--- config.mk ---
export PLATFORM = sky130hd
export DESIGN_NAME = aes128_key_expand_flat
export DESIGN_NICKNAME = d
export VERILOG_FILES = /design/src/rtl/aes_pkg.sv /design/src/rtl/aes128_key_expand_if.sv /design/src/rtl/aes_forward_sbox.sv /design/src/rtl/aes_sub_word.sv /design/src/rtl/aes128_key_expand.sv /design/src/flat_wrapper.sv
export SDC_FILE = /design/constraint.sdc
export NUM_CORES = 2
export LEC_CHECK = 0
export CAP_MARGIN = 20
export CELL_PAD_IN_SITES_DETAIL_PLACEMENT = 1
export CELL_PAD_IN_SITES_GLOBAL_PLACEMENT = 1
export CORE_MARGIN = 2
export CORE_UTILIZATION = 45
export CTS_CLUSTER_DIAMETER = 30
export CTS_CLUSTER_SIZE = 10
export DETAILED_ROUTE_END_ITERATION = 8
export GPL_TIMING_DRIVEN = 0
export PLACE_DENSITY = 0.81
export SLEW_MARGIN = 25
export SYNTH_ARGS = -nofsm -noshare
export SYNTH_HDL_FRONTEND = slang
export SYNTH_SLANG_ARGS = --single-unit
export TNS_END_PERCENT = 20
--- constraint.sdc ---
create_clock -name clk -period 30.2 [get_ports clk]
set_input_delay 9.06 -clock clk [delete_from_list [all_inputs] [get_ports clk]]
set_output_delay 9.06 -clock clk [all_outputs]
set_load 0.005 [all_outputs]
--- src/rtl/aes_pkg.sv ---
// Shared constants, state encoding and GF(2^8) helpers for the AES-128 key schedule.
package aes_pkg;

  localparam int AES128_NUM_ROUNDS = 10;
  localparam int RK_W = 128;

  typedef enum logic [1:0] {
    IDLE = 2'd0,
    EMIT = 2'd1,
    SUB  = 2'd2
  } ks_state_e;

  function automatic logic [7:0] rcon_lookup(input logic [3:0] round);
    logic [7:0] rc;
    case (round)
      4'd1:    rc = 8'h01;
      4'd2:    rc = 8'h02;
      4'd3:    rc = 8'h04;
      4'd4:    rc = 8'h08;
      4'd5:    rc = 8'h10;
      4'd6:    rc = 8'h20;
      4'd7:    rc = 8'h40;
      4'd8:    rc = 8'h80;
      4'd9:    rc = 8'h1b;
      4'd10:   rc = 8'h36;
      default: rc = 8'h00;
    endcase
    return rc;
  endfunction

  function automatic logic [7:0] gf_mul(input logic [7:0] a, input logic [7:0] b);
    logic [7:0] acc;
    logic [7:0] x;
    acc = 8'h00;
    x   = a;
    for (int i = 0; i < 8; i++) begin
      acc = acc ^ (b[i] ? x : 8'h00);
      x   = {x[6:0], 1'b0} ^ (x[7] ? 8'h1b : 8'h00);
    end
    return acc;
  endfunction

  // Multiplicative inverse as a^254 (0 maps to 0), followed by the AES affine transform.
  function automatic logic [7:0] sbox_byte(input logic [7:0] a);
    logic [7:0] sq;
    logic [7:0] inv;
    sq  = a;
    inv = 8'h01;
    for (int i = 1; i < 8; i++) begin
      sq  = gf_mul(sq, sq);
      inv = gf_mul(inv, sq);
    end
    return inv ^ {inv[6:0], inv[7]} ^ {inv[5:0], inv[7:6]} ^
           {inv[4:0], inv[7:5]} ^ {inv[3:0], inv[7:4]} ^ 8'h63;
  endfunction

endpackage

--- src/rtl/aes128_key_expand_if.sv ---
// Key-in / round-key-out handshake bundle of the AES-128 key schedule.
interface aes128_key_expand_if;
  import aes_pkg::*;

  logic            flush;
  logic            key_valid;
  logic            key_ready;
  logic [RK_W-1:0] key;
  logic            rk_valid;
  logic            rk_ready;
  logic [RK_W-1:0] rk_data;
  logic [3:0]      rk_round;
  logic            rk_last;
  logic            busy;

  modport master (
    output flush, key_valid, key, rk_ready,
    input  key_ready, rk_valid, rk_data, rk_round, rk_last, busy
  );

  modport slave (
    input  flush, key_valid, key, rk_ready,
    output key_ready, rk_valid, rk_data, rk_round, rk_last, busy
  );
endinterface

--- src/rtl/aes_forward_sbox.sv ---
// Single AES forward S-box lane, purely combinational.
module aes_forward_sbox
  import aes_pkg::*;
(
  input  logic [7:0] in_byte,
  output logic [7:0] out_byte
);
  assign out_byte = sbox_byte(in_byte);
endmodule

--- src/rtl/aes_sub_word.sv ---
// Substitutes SBOX_LANES bytes of a 32-bit word; lane_sel picks which group, byte 0 (MSB) first.
module aes_sub_word #(
  parameter int SBOX_LANES = 4
) (
  input  logic [31:0]             word,
  input  logic [1:0]              lane_sel,
  output logic [SBOX_LANES*8-1:0] sub_bytes
);
  localparam int CHUNK_W = SBOX_LANES * 8;

  logic [7:0] word_bytes_s [4];

  for (genvar j = 0; j < 4; j++) begin : g_bytes
    assign word_bytes_s[j] = word[31-8*j -: 8];
  end

  for (genvar i = 0; i < SBOX_LANES; i++) begin : g_lane
    aes_forward_sbox u_sbox (
      .in_byte (word_bytes_s[2'(32'(lane_sel) * SBOX_LANES + i)]),
      .out_byte(sub_bytes[CHUNK_W-1-8*i -: 8])
    );
  end
endmodule

--- src/rtl/aes128_key_expand.sv ---
// Sequential AES-128 forward key schedule: accepts a cipher key and streams round keys 0..10.
module aes128_key_expand
  import aes_pkg::*;
#(
  parameter int SBOX_LANES = 4
) (
  input logic               clk,
  input logic               rst,
  aes128_key_expand_if.slave bus
);
  localparam int         CHUNK_W   = SBOX_LANES * 8;
  localparam logic [1:0] LAST_LANE = 2'(4 / SBOX_LANES - 1);

  if (!(SBOX_LANES == 1 || SBOX_LANES == 2 || SBOX_LANES == 4)) begin : g_bad_lanes
    $error("aes128_key_expand: SBOX_LANES must be 1, 2 or 4");
  end

  ks_state_e          state_r;
  ks_state_e          next_state_s;
  logic [RK_W-1:0]    rk_data_r;
  logic [RK_W-1:0]    next_key_s;
  logic [3:0]         rk_round_r;
  logic               rk_valid_r;
  logic [1:0]         lane_cnt_r;
  logic [31:0]        temp_r;
  logic [31:0]        temp_shift_s;
  logic [31:0]        rot_w3_s;
  logic [31:0]        t_s;
  logic [CHUNK_W-1:0] sub_s;
  logic               last_lane_s;
  logic               final_round_s;
  logic               rk_hs_s;

  assign rot_w3_s      = {rk_data_r[23:0], rk_data_r[31:24]};
  assign last_lane_s   = (lane_cnt_r == LAST_LANE);
  assign final_round_s = (rk_round_r == 4'(AES128_NUM_ROUNDS));
  assign rk_hs_s       = rk_valid_r & bus.rk_ready;

  // The S-box input comes only from registered state, never from rk_ready.
  aes_sub_word #(.SBOX_LANES(SBOX_LANES)) u_sub_word (
    .word     (rot_w3_s),
    .lane_sel (lane_cnt_r),
    .sub_bytes(sub_s)
  );

  // Earlier groups shift up so the first substituted byte ends in the MSB.
  assign temp_shift_s = (temp_r << CHUNK_W) | 32'(sub_s);

  // Next round key from the completed SubWord(RotWord(w3)).
  always_comb begin
    t_s = temp_shift_s ^ {rcon_lookup(rk_round_r + 4'd1), 24'h000000};
    next_key_s[127:96] = rk_data_r[127:96] ^ t_s;
    next_key_s[95:64]  = rk_data_r[95:64] ^ rk_data_r[127:96] ^ t_s;
    next_key_s[63:32]  = rk_data_r[63:32] ^ rk_data_r[95:64] ^ rk_data_r[127:96] ^ t_s;
    next_key_s[31:0]   = rk_data_r[31:0] ^ rk_data_r[63:32] ^ rk_data_r[95:64] ^
                         rk_data_r[127:96] ^ t_s;
  end

  // Next-state decode; flush overrides every handshake.
  always_comb begin
    next_state_s = state_r;
    if (bus.flush) begin
      next_state_s = IDLE;
    end else begin
      case (state_r)
        IDLE:    next_state_s = bus.key_valid ? EMIT : IDLE;
        EMIT:    next_state_s = rk_hs_s ? (final_round_s ? IDLE : SUB) : EMIT;
        SUB:     next_state_s = last_lane_s ? EMIT : SUB;
        default: next_state_s = IDLE;
      endcase
    end
  end

  // State register.
  always_ff @(posedge clk or posedge rst) begin
    if (rst) begin
      state_r <= IDLE;
    end else begin
      state_r <= next_state_s;
    end
  end

  // Round key, round index, lane counter and SubWord accumulator.
  always_ff @(posedge clk or posedge rst) begin
    if (rst) begin
      rk_valid_r <= 1'b0;
      rk_data_r  <= {RK_W{1'b0}};
      rk_round_r <= 4'd0;
      lane_cnt_r <= 2'd0;
      temp_r     <= 32'd0;
    end else if (bus.flush) begin
      rk_valid_r <= 1'b0;
      rk_round_r <= 4'd0;
      lane_cnt_r <= 2'd0;
      temp_r     <= 32'd0;
    end else begin
      rk_valid_r <= (next_state_s == EMIT);
      case (state_r)
        IDLE: begin
          if (bus.key_valid) begin
            rk_data_r  <= bus.key;
            rk_round_r <= 4'd0;
          end
        end
        EMIT: begin
          if (rk_hs_s) begin
            lane_cnt_r <= 2'd0;
            temp_r     <= 32'd0;
          end
        end
        SUB: begin
          temp_r <= temp_shift_s;
          if (last_lane_s) begin
            rk_data_r  <= next_key_s;
            rk_round_r <= rk_round_r + 4'd1;
            lane_cnt_r <= 2'd0;
          end else begin
            lane_cnt_r <= lane_cnt_r + 2'd1;
          end
        end
        default: begin
          lane_cnt_r <= 2'd0;
        end
      endcase
    end
  end

  assign bus.key_ready = (state_r == IDLE);
  assign bus.busy      = (state_r != IDLE);
  assign bus.rk_valid  = rk_valid_r;
  assign bus.rk_data   = rk_data_r;
  assign bus.rk_round  = rk_round_r;
  assign bus.rk_last   = rk_valid_r & final_round_s;
endmodule

--- src/flat_wrapper.sv ---
// flat-port wrapper written by rule: the top's interface ports become plain ports
module aes128_key_expand_flat import aes_pkg::*;
#(
  parameter int SBOX_LANES = 4
)
  (clk, rst, bus_flush, bus_key_valid, bus_key, bus_rk_ready, bus_key_ready, bus_rk_valid, bus_rk_data, bus_rk_round, bus_rk_last, bus_busy);
  aes128_key_expand_if bus_i ();
  input logic clk;
  input logic rst;
  input wire logic [$bits(bus_i.flush)-1:0] bus_flush;
  input wire logic [$bits(bus_i.key_valid)-1:0] bus_key_valid;
  input wire logic [$bits(bus_i.key)-1:0] bus_key;
  input wire logic [$bits(bus_i.rk_ready)-1:0] bus_rk_ready;
  output wire logic [$bits(bus_i.key_ready)-1:0] bus_key_ready;
  output wire logic [$bits(bus_i.rk_valid)-1:0] bus_rk_valid;
  output wire logic [$bits(bus_i.rk_data)-1:0] bus_rk_data;
  output wire logic [$bits(bus_i.rk_round)-1:0] bus_rk_round;
  output wire logic [$bits(bus_i.rk_last)-1:0] bus_rk_last;
  output wire logic [$bits(bus_i.busy)-1:0] bus_busy;
  assign bus_i.flush = bus_flush;
  assign bus_i.key_valid = bus_key_valid;
  assign bus_i.key = bus_key;
  assign bus_i.rk_ready = bus_rk_ready;
  assign bus_key_ready = bus_i.key_ready;
  assign bus_rk_valid = bus_i.rk_valid;
  assign bus_rk_data = bus_i.rk_data;
  assign bus_rk_round = bus_i.rk_round;
  assign bus_rk_last = bus_i.rk_last;
  assign bus_busy = bus_i.busy;
  aes128_key_expand #(.SBOX_LANES(SBOX_LANES)) u_core (.clk(clk), .rst(rst), .bus(bus_i));
endmodule
### Word-level counts from Yosys, hierarchy flattened

Memories as Yosys holds them, arrays and structs flattened.
Index checks and enable logic that the tools add are counted.

* register bits after elaboration: 137
* bits of input ports: 133
* bits in read-only memories: 128
* memories kept: 1
* output and inout port bits: 136
* logic and storage cells: 1664

Memories
* (name not given): words 16, bits a word 8, read ports 1, clocked after Yosys merged registers in 0, write ports 0, line aes_pkg.sv:15 `case (round)`

* eq/ne operators: 10
* bitwise operators: 793
* add/sub/neg operators: 5
* order comparisons: 3
* mux-type cells: 839
* reductions and logical operators: 8

Operators by type and width (count)
* $xor 8x8->8: 764
* $mux 8: 426
* $mux 5: 368
* $xor 32x32->32: 11
* $mux 128: 2
* $pmux 128 s2: 1
* $xor 8x5->8: 8
* $bmux 8 s2: 3
* $mux 4: 7
* $mux 7: 4
* $mux 6: 4
* $mux 2: 11
* $not 4->4: 4
* $mux 3: 4
* $pmux 2 s3: 2
* $ge 3x3->1 const B: 3
* $not 2->3: 3
* $pmux 4 s2: 1
* $mux 1: 6
* $ne 3x2->1 const B: 2
* $add 1x1->2 const AB: 2
* $add 4x1->4 const B: 1
* $eq 2x1->1 const B: 2
* $eq 4x4->1 const B: 1
* other kinds (14): 18

### Longest topological paths before layout

* word-level depth: 134
* depth in mapped cells: 95
* mapped depth without buffers: 80

### By module

From an unflattened synthesis, not the netlist that was laid out.

* cells, all modules: 9892
* area, all modules: 78383.9 um^2

Modules (own cells, without submodules)
* aes_forward_sbox at u_core.u_sub_word.g_lane[1].u_sbox ...: cells an instance 2250, area each 17732.0 um^2, instances 3, seq. area each 0.0 um^2
* aes_forward_sbox at u_core.u_sub_word.g_lane[0].u_sbox: cells an instance 2122, area each 16802.4 um^2, instances 1, seq. area each 0.0 um^2
* aes128_key_expand: cells an instance 1020, area each 8385.5 um^2, instances 1, seq. area each 3428.3 um^2

### Worst setup path after synthesis

OpenSTA, ideal clock, no wires.

* path type: register to register
* start point: reg u_core.rk_data_r[15] (netlist: u_core.bus.rk_data[15])
* end point: reg u_core.rk_data_r[18] (netlist: u_core.bus.rk_data[18])
* stages on the path, launching flop included: 90
* data required time: 30.120 ns
* data arrival time: 20.038 ns
* path slack: 10.083 ns
* setup time: 0.080 ns
* clock period less this slack: 20.117 ns
* buffers on the path: 13
* path through: dfrtp_1 -> inv_1 -> ha_1 -> buf_4 -> inv_1 -> ha_1 -> nand2_1 -> xnor2_1 -> xnor2_1 -> xnor2_1 -> xor2_1 -> inv_1 -> ha_1 -> inv_1 -> ha_1 -> clkbuf_1 -> xnor2_1 -> xnor3_1 -> (+54 left out) -> xor2_1 -> nor2_1 -> xnor2_1 -> xnor2_1 -> xnor2_1 -> xnor2_1 -> xor2_1 -> o21ai_0 -> xnor2_1 -> xnor3_1 -> xnor2_1 -> xnor3_1 -> xnor2_2 -> xnor3_2 -> xor2_2 -> xnor3_1 -> a31oi_1 -> a2bb2oi_1

* longest elaborated chain between the ends: 95
* elaborated cells between the ends (all ways): 399
* classes of those cells: mux: 204; bitwise: 195

RTL lines
* start, declared: line aes128_key_expand.sv:20 `logic [RK_W-1:0] rk_data_r;`
* start signal, assigned: line aes128_key_expand.sv:87 `rk_data_r <= {RK_W{1'b0}};`
* start signal, assigned: line aes128_key_expand.sv:101 `rk_data_r <= bus.key;`
* start signal, assigned: line aes128_key_expand.sv:114 `rk_data_r <= next_key_s;`
* $bmux 8 s2 *: line aes_sub_word.sv:19 `.in_byte (word_bytes_s[2'(32'(lane_sel) * SBOX_LANES + i)]),`
* $mux 8 (not written as such) * (2 in a row): line aes_sub_word.sv:19
* $mux 5: line aes_pkg.sv:38 `x = {x[6:0], 1'b0} ^ (x[7] ? 8'h1b : 8'h00);`
* $xor 8x8->8 (4 in a row): line aes_pkg.sv:38
* $mux 5 (tied with other cells): line aes_pkg.sv:38
* $xor 8x8->8 (tied with other cells) (3 in a row): line aes_pkg.sv:38
* $mux 8 / $xor 8x8->8 (equally long branches): line aes_pkg.sv:37 `acc = acc ^ (b[i] ? x : 8'h00);`
* $xor 8x8->8 *: line aes_pkg.sv:37
* (+71 left out)
* $xor 8x8->8 / $mux 8 (equally long branches): line aes_pkg.sv:37
* $xor 8x8->8 *: line aes_pkg.sv:37
* $xor 8x8->8 (3 in a row): line aes_pkg.sv:53 `return inv ^ {inv[6:0], inv[7]} ^ {inv[5:0], inv[7:6]} ^`
* $xor 8x8->8 *: line aes_pkg.sv:54 `{inv[4:0], inv[7:5]} ^ {inv[3:0], inv[7:4]} ^ 8'h63;`
* $xor 32x32->32 *: line aes128_key_expand.sv:51 `t_s = temp_shift_s ^ {rcon_lookup(rk_round_r + 4'd1), 24'h000000};`
* $xor 32x32->32 *: line aes128_key_expand.sv:56 `rk_data_r[127:96] ^ t_s;`
* $mux 128 *: line aes128_key_expand.sv:113 `if (last_lane_s) begin`
* $pmux 128 s2 *: line aes128_key_expand.sv:98 `case (state_r)`

Every way passes the cells marked *; elsewhere a longest branch is shown, timed or not. The select of a mux whose other input is x is not followed.
A chain may end at the register's enable or synchronous reset.

### Final worst setup path

* start point: reg u_core.rk_data_r[31] (netlist: u_core.bus.rk_data[31])
* end point: reg u_core.rk_data_r[0] (netlist: u_core.bus.rk_data[0])

* longest elaborated chain between the ends: 96
* elaborated cells between the ends (all ways): 400
* classes of those cells: mux: 204; bitwise: 196

RTL lines (line)
* $bmux 8 s2 *: aes_sub_word.sv:19
* $mux 8 (not written as such) * (2 in a row): aes_sub_word.sv:19
* $mux 5: aes_pkg.sv:38
* $xor 8x8->8 (4 in a row): aes_pkg.sv:38
* $mux 5 (tied with other cells): aes_pkg.sv:38
* $xor 8x8->8 (tied with other cells) (3 in a row): aes_pkg.sv:38
* $mux 8 / $xor 8x8->8 (equally long branches): aes_pkg.sv:37
* $xor 8x8->8 *: aes_pkg.sv:37
* (+72 left out)
* $xor 8x8->8 *: aes_pkg.sv:37
* $xor 8x8->8 (3 in a row): aes_pkg.sv:53
* $xor 8x8->8 *: aes_pkg.sv:54
* $not 4->4 (no source line) *
* $xor 32x32->32 *: aes128_key_expand.sv:51
* $xor 32x32->32 *: aes128_key_expand.sv:56
* $mux 128 *: aes128_key_expand.sv:113
* $pmux 128 s2 *: aes128_key_expand.sv:98

Marks and branches as above.

==> results.cfg <==
[die]
placementRows = 148
die-height_um = 409
die_x_um = 409
core_mm2 = 0.163
dieArea_mm2 = 0.167
initial_core_util = 0.453
ios = 269

[final_layout]
fin_area_mm2 = 0.0801
drive_gt1_frac = 0.0598
finalNetCount = 10157
fillers = 20366
area_growth_syn_to_layout_pct = 8.40

[min_path]
hold_path_class = reg -> reg
worstHoldEndpoint = u_core.bus.rk_data[96]$_DFFE_PP0P_
hold_depth = 1
min-delay-start = u_core.bus.rk_data[96]$_DFFE_PP0P_

[detailed_routing]
vias = 72356
wl_per_cell_um = 24.8
drtIter0Drc = 6155
drc_errors = 0
ant_nets = 0
viasPerCell = 6.04
drt_pass1_iterations = 9
routed_wl_mm = 297

[worst_setup_path]
cp_slowest_stage_delay_ns = 0.85
regToRegSetupSlack_ns = 2.59
cp_top_family = XOR/XNOR gates
rr_worst_depth = 89
cp-start-kind = register
worstPathMaxFanout = 11
worstPathArrival_ns = 27.95
rr_startpoint = u_core.bus.rk_data[31]$_DFFE_PP0P_
end_kind = register
path_class = reg -> reg
crit_path_top_delay_cell = xnor2_1
cp.buffers_inverters = 27
reg2reg_to = u_core.bus.rk_data[0]$_DFFE_PP0P_
cp_common_cell = xnor2_1
cp.required_ns = 30.54

[global_route]
grt_usage = 0.341
grt_remaining_overflow = 0
antenna_found_initial = 39
grt_pass1_vias = 73429
grt_max_degree = 85
grt_pass1_wl_mm = 452

[logic_synthesis]
yosysMostFrequentCell = xnor2_1
syn_nets = 9870
ys_seq_area_frac = 0.0464
synth_top_area_share = 0.215
syn_inst = 9484
yosys_warnings = 0
yosys.area.top_type = xnor2_1
synth-main-ff-cell = dfrtp_1
synth.cell_area_mm2 = 0.0739
synth_edf_count = 0
async_flop_share = 1.00
synth_cell_types = 113
syn_avg_cell_area_um2 = 7.79
synth_commonest_cells = xnor2_1, nor2_1, nand2_1, xor2_1, xnor3_1
synth_seq_cells = 137
synth_area_leaders = xnor2_1, xnor3_1, nor2_1

[timing]
tightest_slew_ns = 1.12
period_minus_slack_ns = 27.61
drv_slew = 0
fin_setup_tns_ns = 0
timing.final.crit_share = 0.914
timing.slew.headroom = 0.253
skew_ns = 0.0129
rsz0062_at_grt = false
whs_ns = 0.567
finalHoldViolCount = 0
finalSetupViolations = 0
fmax_ghz = 0.0362

[place]
gp_congestion = 0.992
io_buffers = 267
placed_area_mm2 = 0.0793
dpl.hpwl_mm = 236

[clock_network]
post-cts-setup-buffers = 0
post_cts_resized = 0
clk_latency_ns = 0.47
cts_made_buffers = 17
cts.sinks = 137
clockBufferDepth = 2
cts_hold_buf = 0
path_clk_slew_ns = 0.07
cts_root_buffer = clkbuf_16
cts_tree = yes
h-tree-depth = 4

[flow_run]
maxCapViolCount = 0

[status]
status = finished clean
## kinds of logic (layout without fill, tap and decap cells)
family	count (synthesis)	in the layout	share of synthesized area
mux	218	218	0.0303
simple gates	3224	3224	0.188
xor+xnor	3088	3088	0.493
buf+inv	929	1229	0.0532
compound gates	1635	1635	0.146
fa+ha+maj	253	253	0.0428
other cells	0	26	0
flops	137	137	0.0464
## sequential cells by signal, summed over array words and instances (netlist names)
signal               flops
u_core.bus.rk_valid      1
u_core.state_r           2
u_core.bus.rk_data     128
u_core.bus.rk_round      4
u_core.lane_cnt_r        2
## per-layer routing
metal,track usage,vias to the layer above,routed length (µm)
met1,0.459,36339,127000
met3,0.0621,510,24900
li1,-,32740,-
met4,0.122,30,11400
met2,0.544,2737,133000
met5,0,-,173
## layout make-up
cell class	instances	area [µm²]	share of cell area
multi-input cells	8418	66600	0.832
diodes	26	65.1	0.000812
plain buffers	624	2790	0.0348
flip-flops and latches	137	3430	0.0428
repair buffers	268	2700	0.0337
clock inverters	14	195	0.00244
well taps	2175	2720	0.0340
inverters	305	1150	0.0144
clock buffers	18	429	0.00536
## through the flow
stage,cells,worst slack (ns),utilization
6_report,11985,2.59,0.491
3_5_place_dp,11927,2.97,0.487
5_1_grt,11972,1.18,0.491
3_3_place_gp,11926,3.47,0.486
4_1_cts,11959,2.88,0.491
2_1_floorplan,9484,10.08,-
## worst max path at each step
stage                                            start  slack, ns                            endpoint  cells after the start
finish              u_core.bus.rk_data[31]$_DFFE_PP0P_       2.59   u_core.bus.rk_data[0]$_DFFE_PP0P_                     89
global route        u_core.bus.rk_data[31]$_DFFE_PP0P_       1.18   u_core.bus.rk_data[0]$_DFFE_PP0P_                     89
CTS                 u_core.bus.rk_data[15]$_DFFE_PP0P_       2.88  u_core.bus.rk_data[18]$_DFFE_PP0P_                     89
detailed placement  u_core.bus.rk_data[15]$_DFFE_PP0P_       2.97  u_core.bus.rk_data[18]$_DFFE_PP0P_                     89
global placement    u_core.bus.rk_data[31]$_DFFE_PP0P_       3.47   u_core.bus.rk_data[0]$_DFFE_PP0P_                     87
floorplan           u_core.bus.rk_data[15]$_DFFE_PP0P_      10.08  u_core.bus.rk_data[18]$_DFFE_PP0P_                     89
## cell usage in the layout, fill, tap and decap left out, drive strengths merged, types with 60 or more instances in the layout
master	count
xnor2	1919
nor2	1345
nand2	1010
xor2	596
xnor3	503
a21oi	466
clkbuf	348
o21ai	299
buf	295
inv	273
clkdlybuf4s50	267
ha	253
nor3	233
nand3	196
mux2i	184
dfrtp	137
o22ai	135
o211ai	83
nand2b	79
nor2b	75
xor3	70
a211oi	69
a31oi	62
and2	60
Power is left out: the tool's default activity adds up to more than one toggle a clock period on the data nets, which glitch-free logic cannot reach.
